File: src/rtl/fu_muldiv.sv
// rtl/fu_muldiv.sv - iterative RV32M multiply/divide unit (shift-add multiplier, restoring divider)
// Optional zero/divide-by-zero/overflow early-out enabled by FU_MULDIV_EARLY_OUT_EN.
module fu_muldiv #(
   parameter int XLEN               = 32,
   parameter int MUL_BITS_PER_CYCLE = 2,
   parameter int PHYS_REG_BITS      = 6,
   parameter int ROB_IDX_BITS       = 5
) (
   input  logic                     clk,
   input  logic                     rst,
   input  logic                     in_valid,
   output logic                     in_ready,
   input  logic [2:0]               in_funct3,
   input  logic [XLEN-1:0]          rs1_v,
   input  logic [XLEN-1:0]          rs2_v,
   input  logic [PHYS_REG_BITS-1:0] in_pd,
   input  logic [ROB_IDX_BITS-1:0]  in_rob,
   output logic                     out_valid,
   input  logic                     out_ready,
   output logic [XLEN-1:0]          out_rd_v,
   output logic [PHYS_REG_BITS-1:0] out_pd,
   output logic [ROB_IDX_BITS-1:0]  out_rob,
   input  logic                     global_branch_signal
);

   localparam int MB    = MUL_BITS_PER_CYCLE;
   localparam int N_MUL = XLEN / MB;
   localparam int CNT_W = $clog2(XLEN);

   typedef enum logic [1:0] {S_IDLE, S_MUL, S_DIV, S_DONE} state_t;

   state_t                   state_q, state_d;
   logic [CNT_W-1:0]         cnt_q, cnt_d;
   logic [1:0]               op_q, op_d;
   logic [PHYS_REG_BITS-1:0] pd_q, pd_d;
   logic [ROB_IDX_BITS-1:0]  rob_q, rob_d;
   logic [XLEN-1:0]          a_q, a_d;
   logic [XLEN-1:0]          b_q, b_d;
   logic                     neg_q, neg_d;
   logic [2*XLEN-1:0]        acc_q, acc_d;
   logic [XLEN:0]            rem_q, rem_d;
   logic [XLEN-1:0]          quo_q, quo_d;
   logic [XLEN-1:0]          res_q, res_d;

   // Operand decode at issue: magnitudes plus the single negation the final result needs.
   logic            in_is_div, in_a_signed, in_b_signed, in_a_neg, in_b_neg;
   logic            in_b_zero, in_neg, accept;
   logic [XLEN-1:0] in_a_mag, in_b_mag;

   always_comb begin
      in_is_div   = in_funct3[2];
      in_a_signed = in_is_div ? ~in_funct3[0] : (in_funct3[1:0] != 2'b11);
      in_b_signed = in_is_div ? ~in_funct3[0] : ~in_funct3[1];
      in_a_neg    = in_a_signed & rs1_v[XLEN-1];
      in_b_neg    = in_b_signed & rs2_v[XLEN-1];
      in_a_mag    = in_a_neg ? -rs1_v : rs1_v;
      in_b_mag    = in_b_neg ? -rs2_v : rs2_v;
      in_b_zero   = (rs2_v == '0);
      if (!in_is_div) begin
         in_neg = in_a_neg ^ in_b_neg;
      end else if (in_funct3[1]) begin
         in_neg = in_a_neg;
      end else begin
         in_neg = (in_a_neg ^ in_b_neg) & ~in_b_zero;
      end
      accept = (state_q == S_IDLE) & in_valid & ~global_branch_signal;
   end

`ifdef FU_MULDIV_EARLY_OUT_EN
   logic            early_hit;
   logic [XLEN-1:0] early_res;

   always_comb begin
      early_hit = 1'b0;
      early_res = '0;
      if (in_is_div) begin
         if (in_b_zero) begin
            early_hit = 1'b1;
            early_res = in_funct3[1] ? rs1_v : '1;
         end else if (!in_funct3[0] && (rs1_v == {1'b1, {(XLEN-1){1'b0}}}) && (&rs2_v)) begin
            early_hit = 1'b1;
            early_res = in_funct3[1] ? '0 : {1'b1, {(XLEN-1){1'b0}}};
         end
      end else if ((rs1_v == '0) || in_b_zero) begin
         early_hit = 1'b1;
         early_res = '0;
      end
   end
`endif

   // Multiplier: accumulator holds {partial product high, remaining multiplier bits}.
   logic [XLEN+MB-1:0] mul_pp, mul_sum;
   logic [2*XLEN-1:0]  mul_next, mul_fix;

   always_comb begin
      mul_pp = '0;
      for (int j = 0; j < MB; j++) begin
         if (acc_q[j]) begin
            mul_pp = mul_pp + ({{MB{1'b0}}, a_q} << j);
         end
      end
      mul_sum  = {{MB{1'b0}}, acc_q[2*XLEN-1:XLEN]} + mul_pp;
      mul_next = {mul_sum, acc_q[XLEN-1:MB]};
      mul_fix  = neg_q ? -mul_next : mul_next;
   end

   // Restoring divider: quo_q shifts the dividend out and the quotient in.
   logic [XLEN+1:0] div_shift, div_diff;
   logic            div_ge;
   logic [XLEN:0]   rem_next;
   logic [XLEN-1:0] quo_next, quo_fix, rem_fix;

   always_comb begin
      div_shift = {rem_q, quo_q[XLEN-1]};
      div_diff  = div_shift - {2'b00, b_q};
      div_ge    = ~div_diff[XLEN+1];
      rem_next  = div_ge ? div_diff[XLEN:0] : div_shift[XLEN:0];
      quo_next  = {quo_q[XLEN-2:0], div_ge};
      quo_fix   = neg_q ? -quo_next : quo_next;
      rem_fix   = neg_q ? -rem_next[XLEN-1:0] : rem_next[XLEN-1:0];
   end

   always_comb begin
      state_d = state_q;
      cnt_d   = cnt_q;
      op_d    = op_q;
      pd_d    = pd_q;
      rob_d   = rob_q;
      a_d     = a_q;
      b_d     = b_q;
      neg_d   = neg_q;
      acc_d   = acc_q;
      rem_d   = rem_q;
      quo_d   = quo_q;
      res_d   = res_q;
      case (state_q)
         S_IDLE: begin
            if (accept) begin
               op_d    = in_funct3[1:0];
               pd_d    = in_pd;
               rob_d   = in_rob;
               a_d     = in_a_mag;
               b_d     = in_b_mag;
               neg_d   = in_neg;
               cnt_d   = '0;
               acc_d   = {{XLEN{1'b0}}, in_b_mag};
               rem_d   = '0;
               quo_d   = in_a_mag;
               state_d = in_is_div ? S_DIV : S_MUL;
`ifdef FU_MULDIV_EARLY_OUT_EN
               if (early_hit) begin
                  res_d   = early_res;
                  state_d = S_DONE;
               end
`endif
            end
         end
         S_MUL: begin
            acc_d = mul_next;
            cnt_d = cnt_q + CNT_W'(1);
            if (cnt_q == CNT_W'(N_MUL - 1)) begin
               acc_d   = mul_fix;
               res_d   = (op_q == 2'b00) ? mul_fix[XLEN-1:0] : mul_fix[2*XLEN-1:XLEN];
               state_d = S_DONE;
            end
         end
         S_DIV: begin
            rem_d = rem_next;
            quo_d = quo_next;
            cnt_d = cnt_q + CNT_W'(1);
            if (cnt_q == CNT_W'(XLEN - 1)) begin
               res_d   = op_q[1] ? rem_fix : quo_fix;
               state_d = S_DONE;
            end
         end
         S_DONE: begin
            if (out_ready) begin
               state_d = S_IDLE;
            end
         end
         default: state_d = S_IDLE;
      endcase
      // A flush wins over everything, including a DONE handshake in the same cycle.
      if (global_branch_signal) begin
         state_d = S_IDLE;
      end
   end

   always_ff @(posedge clk) begin
      if (rst) begin
         state_q <= S_IDLE;
         cnt_q   <= '0;
         op_q    <= '0;
         pd_q    <= '0;
         rob_q   <= '0;
         a_q     <= '0;
         b_q     <= '0;
         neg_q   <= 1'b0;
         acc_q   <= '0;
         rem_q   <= '0;
         quo_q   <= '0;
         res_q   <= '0;
      end else begin
         state_q <= state_d;
         cnt_q   <= cnt_d;
         op_q    <= op_d;
         pd_q    <= pd_d;
         rob_q   <= rob_d;
         a_q     <= a_d;
         b_q     <= b_d;
         neg_q   <= neg_d;
         acc_q   <= acc_d;
         rem_q   <= rem_d;
         quo_q   <= quo_d;
         res_q   <= res_d;
      end
   end

   assign in_ready  = (state_q == S_IDLE);
   assign out_valid = (state_q == S_DONE);
   assign out_rd_v  = res_q;
   assign out_pd    = pd_q;
   assign out_rob   = rob_q;

endmodule

File: config.mk
export PLATFORM = sky130hd
export DESIGN_NAME = fu_muldiv
export DESIGN_NICKNAME = d
export VERILOG_FILES = /design/src/rtl/fu_muldiv.sv
export SDC_FILE = /design/constraint.sdc
export NUM_CORES = 1
export LEC_CHECK = 0
export BUFFER_PORTS_ARGS = -buffer_cell sky130_fd_sc_hd__buf_2
export CAP_MARGIN = 20
export CORE_UTILIZATION = 65
export DETAILED_ROUTE_END_ITERATION = 10
export PLACE_DENSITY = 0.84
export SLEW_MARGIN = 10
export SYNTH_ARGS = -nofsm -noshare
export SYNTH_HDL_FRONTEND = slang
export SYNTH_SLANG_ARGS = --single-unit
File: constraint.sdc
create_clock -name clk -period 11.73 [get_ports clk]
set_clock_uncertainty 0.1 [all_clocks]
set_input_delay 2.346 -clock clk [delete_from_list [all_inputs] [get_ports clk]]
set_output_delay 2.346 -clock clk [all_outputs]
set_load 0.02 [all_outputs]
# Yosys cells after proc, flatten, opt, wreduce, memory -nomap -nowiden
# Index checks and enable logic that the tools add are counted.
[classes]
n_addsub = 9
multipliers = 0
div_mod_pow = 0
order_cmp = 0
eq_ne = 10
shifts = 0
mux = 32
bitwise = 11
n_reduce_logical = 15
[op_table]
columns = ["cell", "n"]
rows = [
  ["32-bit 2-to-1 mux", 10],
  ["64-bit 2-to-1 mux", 3],
  ["32-bit negator", 4],
  ["32-bit one-hot mux with 2 select lines", 2],
  ["64-bit one-hot mux with 2 select lines", 1],
  ["33-bit 2-to-1 mux", 2],
  ["33-bit one-hot mux with 2 select lines", 1],
  ["64-bit negator", 1],
  ["32-bit by 34-bit adder with 34-bit output", 1],
  ["34-bit by 33-bit adder with 34-bit output", 1],
  ["34-bit 2-to-1 mux", 1],
  ["34-bit by 32-bit subtractor with 34-bit output", 1],
  ["32-bit logical NOT", 1],
  ["2-bit 2-to-1 mux", 5],
  ["5-bit one-hot mux with 2 select lines", 1],
  ["2-bit one-hot mux with 4 select lines", 1],
  ["2-bit AND reduction", 4],
  ["2-bit nonzero test", 4],
  ["2-bit != test, second input constant", 3],
  ["5-bit by 1-bit adder with 5-bit output, second input constant", 1],
  ["1-bit bitwise AND", 5],
  ["5-bit by 4-bit equality test with 1-bit output, second input constant", 1],
  ["5-bit equality test, second input constant", 1],
  ["5-bit 2-to-1 mux", 1],
  ["other kinds (10)", 21],
]
[totals]
register_bits = 246
latchBits = 0
ram_bits = 0
romBits = 0
output_inout_bits = 45
word_cells = 89
mem_count = 0

# Longest topological paths before layout
[logic_depth]
depth_word = 9
mapped_depth = 37

# Worst setup path after synthesis
# Ideal clock, no wire load.
[synth_timing]
path_kind = "register to register"
startpoint = "reg acc_q[0]"
endpoint = "reg res_q[30] (netlist: out_rd_v[30])"
setup_ns = 0.117
t_arrival_ns = 7.364
setup_slack_ns = 4.149
stages_incl_launch_ff = 37
n_path_buf = 6
synth_period_minus_slack_ns = 7.581
path_cell_list = "dfxtp_1 -> clkbuf_1 -> clkbuf_1 -> clkbuf_1 -> clkbuf_1 -> clkbuf_1 -> nand2_1 -> inv_1 -> ha_1 -> fa_1 -> and3b_1 -> o21ai_0 -> a311oi_1 -> o31a_1 -> and2_1 -> o21ai_0 -> nand2_1 -> a32oi_1 -> o21ai_0 -> o22ai_1 -> a221oi_1 -> o21ai_0 -> ha_1 -> clkbuf_1 -> nand2_1 -> o21ai_0 -> nor3_1 -> o21ai_0 -> nor2b_1 -> a41oi_2 -> o21ai_1 -> xor2_1 -> or4_4 -> o21ai_1 -> xor2_1 -> o21ai_1 -> a32o_1"
[synth_between]
elab_chain_len = 9
[synth_lines]
columns = ["item", "line_no", "rtl"]
rows = [
  ["start, declared", "40", "logic [2*XLEN-1:0] acc_q, acc_d;"],
  ["start signal, assigned", "199", "acc_q <= '0;"],
  ["start signal, assigned", "212", "acc_q <= acc_d;"],
  ["32-bit 2-to-1 mux (*)", "98", "if (acc_q[j]) begin"],
  ["34-bit by 33-bit adder with 34-bit output", "99", "mul_pp = mul_pp + ({{MB{1'b0}}, a_q} << j);"],
  ["34-bit 2-to-1 mux (*)", "98", ""],
  ["32-bit by 34-bit adder with 34-bit output (*)", "102", "mul_sum = {{MB{1'b0}}, acc_q[2*XLEN-1:XLEN]} + mul_pp;"],
  ["64-bit negator", "104", "mul_fix = neg_q ? -mul_next : mul_next;"],
  ["64-bit 2-to-1 mux (*)", "104", ""],
  ["32-bit 2-to-1 mux (*)", "163", "res_d = (op_q == 2'b00) ? mul_fix[XLEN-1:0] : mul_fix[2*XLEN-1:XLEN];"],
  ["32-bit 2-to-1 mux (*)", "161", "if (cnt_q == CNT_W'(N_MUL - 1)) begin"],
  ["32-bit one-hot mux with 2 select lines (*)", "136", "case (state_q)"],
  ["end signal, assigned", "215", "res_q <= res_d;"],
  ["end, declared", "43", "logic [XLEN-1:0] res_q, res_d;"],
]
# Mark *: on every way between the ends. The rest lies on a longest branch, timed or not. The select of a mux whose other input is x is not followed.
# A chain may end at the register's enable or synchronous reset.

# Final worst setup path
[layout_timing]
startpoint = "reg a_q[2]"
endpoint = "reg res_q[30] (netlist: out_rd_v[30])"
[layout_between]
elab_chain_len = 9
[layout_lines]
columns = ["item", "line_no", "rtl"]
rows = [
  ["start, declared", "37", "logic [XLEN-1:0] a_q, a_d;"],
  ["start signal, assigned", "196", "a_q <= '0;"],
  ["start signal, assigned", "209", "a_q <= a_d;"],
  ["32-bit 2-to-1 mux", "98", ""],
  ["34-bit by 33-bit adder with 34-bit output", "99", ""],
  ["34-bit 2-to-1 mux (*)", "98", ""],
  ["32-bit by 34-bit adder with 34-bit output (*)", "102", ""],
  ["64-bit negator", "104", ""],
  ["64-bit 2-to-1 mux (*)", "104", ""],
  ["32-bit 2-to-1 mux (*)", "163", ""],
  ["32-bit 2-to-1 mux (*)", "161", ""],
  ["32-bit one-hot mux with 2 select lines (*)", "136", ""],
]
# Marked as above.

==> results.py <==
metrics = {
    "grt": {
        "track_usage": 0.437,
        "grt_pass1_wl_um": 124000,
        "first_global_vias": 22500,
        "grt_max_degree": 96,
        "gr-total-overflow": 0,
        "antenna_found_initial": 2,
    },
    "hold_path": {
        "hold_path_depth": 2,
        "min_path_type": "reg -> reg",
    },
    "synthesis": {
        "postSynthAreaPerCell_sq_um": 7.05,
        "synth_area_leaders": "dfxtp_1, a21oi_1, nand2_1, nor2_1, xnor2_1",
        "async_flop_share": 0,
        "synth_edf_count": 0,
        "ys_types": 112,
        "netlist_area_sq_um": 22800,
        "synth_adder_area_share": 0.0548,
        "ys_seq_area_frac": 0.216,
        "synth_xor_area_frac": 0.105,
        "ys_ff_latch": 246,
        "synth_top_family_by_area": "compound AO/OA/AOI/OAI gates",
        "yosysWarnings": 0,
        "netlist.area_leader.share": 0.216,
        "syn_nets": 3413,
        "synth_cells": 3232,
        "muxShareOfSynthArea": 0.0337,
        "synth_top_area_cell": "dfxtp_1",
        "synth-simple-area-share": 0.255,
        "synthFlopType": "dfxtp_1",
        "synth-compound-area-share": 0.281,
    },
    "detailed_routing": {
        "wl_met3_um": 9050,
        "wl_um": 81000,
        "post_drt_via_cell_ratio": 6.81,
        "ant_nets": 0,
        "met1_length_um": 32500,
        "drt_iter0_markers": 3569,
        "wire_per_inst_um": 22.1,
        "wl_met2_um": 35400,
        "highest_layer": "met4",
        "vias": 25000,
        "firstDrtPassIters": 7,
        "drc": 0,
    },
    "worst_setup_path": {
        "cp-start-kind": "flop",
        "crit_path_max_fanout": 14,
        "cp.arrival_ps": 8060,
        "cp_slowest_cell": "or4_4",
        "path_class": "reg -> reg",
        "required_ps": 12130,
        "end_kind": "flop",
        "cpPeakStageDelay_ps": 640,
        "path_common_cell": "o21ai_0",
        "rr_worst_depth": 28,
    },
    "clock_network": {
        "clockRootBuffer": "clkbuf_16",
        "cts_sinks": 246,
        "cts_max_level": 1,
        "cts_made_buffers": 30,
        "postCtsSetupRepairBufs": 0,
        "clk_pin_slew_worst_paths_ps": 60,
        "cts_tree": "built",
        "cts-resized-gates": 0,
        "ctsLongestPathBuffers": 3,
        "worstSkewPairLatency_ps": 610,
        "holdBufCountCts": 0,
    },
    "timing": {
        "rsz0062_at_grt": "no",
        "tightestPinTransition_ps": 1260,
        "timing.setup.tns_ps": 0,
        "finalSetupViolCount": 0,
        "fmax_mhz": 131,
        "drv_slew": 0,
        "finalHoldViolCount": 0,
        "period_share": 0.653,
        "maxSlewHeadroom": 0.154,
        "fin_crit_ps": 7650,
    },
    "finish": {
        "drive_above_1_share": 0.100,
        "stdcell_count": 3671,
        "final_area_sq_um": 24400,
        "final_util": 0.707,
        "areaGrowthSynthToFinish_pct": 7.23,
        "nNetsFinal": 3374,
    },
    "job": {
        "maxCapViolations": 0,
    },
    "power": {
        "power_mw": 2.75,
        "power_density_nw_per_um2": 113,
        "leakagePower_nw": 9.44,
        "ir_drop_mv": 0.132,
    },
    "die": {
        "die_area_sq_um": 35800,
        "start_util": 0.659,
        "dieHeight_um": 189,
        "rows": 68,
        "fp.coreArea_sq_um": 34500,
        "io_pins": 128,
        "die_w_um": 189,
    },
    "placement": {
        "place_area_sq_um": 23300,
        "io_buffers": 127,
        "dp_hpwl_um": 60000,
        "place_inst": 3615,
        "routabilityCongestion": 1.01,
    },
    "status": {
        "status": "complete, no violations",
    },
}
==> metrics by stage <==
step | setup slack [ps] | hold WS (ps)
global route | 3460 | 369
finish | 4080 | 360
global placement | 4530 | 340
detailed placement | 4300 | 349
floorplan | 4150 | 341
CTS | 4240 | 361
==> cells in the final DEF, fill, tap and decap left out, drive strengths merged, types with 59 or more instances in the layout <==
cell,instances
nor3,116
xor2,108
dfxtp,246
ha,95
buf,152
a21oi,324
nand2,401
xnor2,162
nor2,387
a211oi,100
o21ai,206
a22oi,59
nand3,68
inv,91
==> registers in the layout (all words and copies together), names as in the netlist <==
| register | count |
|---|---|
| acc_q | 64 |
| rem_q | 33 |
| a_q | 32 |
| b_q | 32 |
| out_rd_v | 32 |
| quo_q | 32 |
| out_pd | 6 |
| cnt_q | 5 |
| out_rob | 5 |
| op_q | 2 |
| state_q | 2 |
| neg_q | 1 |
==> power by group <==
part / switching [mW] / internal (mW)
Clock: 0.404 / 0.616
Sequential: 0.0750 / 0.884
Combinational: 0.511 / 0.262
==> worst max-delay path: cells and delay by family, from the launching register on <==
family	cells	cell delay, ps
AO/OA/AOI/OAI	16	3640
XOR/XNOR	2	370
adder cells (fa/ha/maj)	2	870
flip-flops	1	590
AND/OR/NAND/NOR	8	1970
==> area by class of cell <==
type,instances,area [sq um]
multi-input combinational,2671,16700
timing repair buffer,152,833
antenna,1,2.50
clock buffer,39,805
tap,455,569
clock inverter,15,260
inverter,92,345
sequential,246,4930
fill,2979,10100
==> Yosys cell counts, drive strengths merged, types with 35 or more instances <==
cell type / instances
nand2: 401
nor2: 387
a21oi: 324
dfxtp: 246
o21ai: 206
clkbuf: 181
xnor2: 162
nor3: 116
xor2: 108
a211oi: 100
ha: 95
inv: 91
nand3: 68
a22oi: 59
buf: 42
o211ai: 39
mux2: 36
o31ai: 35
==> routing by layer <==
layer,vias to the layer above,GRT usage
met5,-,0
met4,0,0.184
met3,272,0.0843
met2,1505,0.687
met1,11700,0.582
li1,11600,-
==> kinds of logic after synthesis <==
kind of cell | Yosys count
adders and majority gates | 98
buffers and inverters | 315
DFF | 246
xor gates and xnor gates | 270
AOI/OAI and AO/OA | 999
muxes | 71
and+or+nand+nor | 1233
==> worst paths after layout <==
check,from,to,slack [ps]
worst min-delay path,out_pd[3]$_SDFFE_PP0P_,out_pd[3]$_SDFFE_PP0P_,360
worst min register to register,out_pd[3]$_SDFFE_PP0P_,out_pd[3]$_SDFFE_PP0P_,360
worst max-delay path,a_q[2]$_SDFFE_PP0P_,out_rd_v[30]$_SDFFE_PP0P_,4080
worst max register to register,a_q[2]$_SDFFE_PP0P_,out_rd_v[30]$_SDFFE_PP0P_,4080
(Power assumes the default switching activity.)
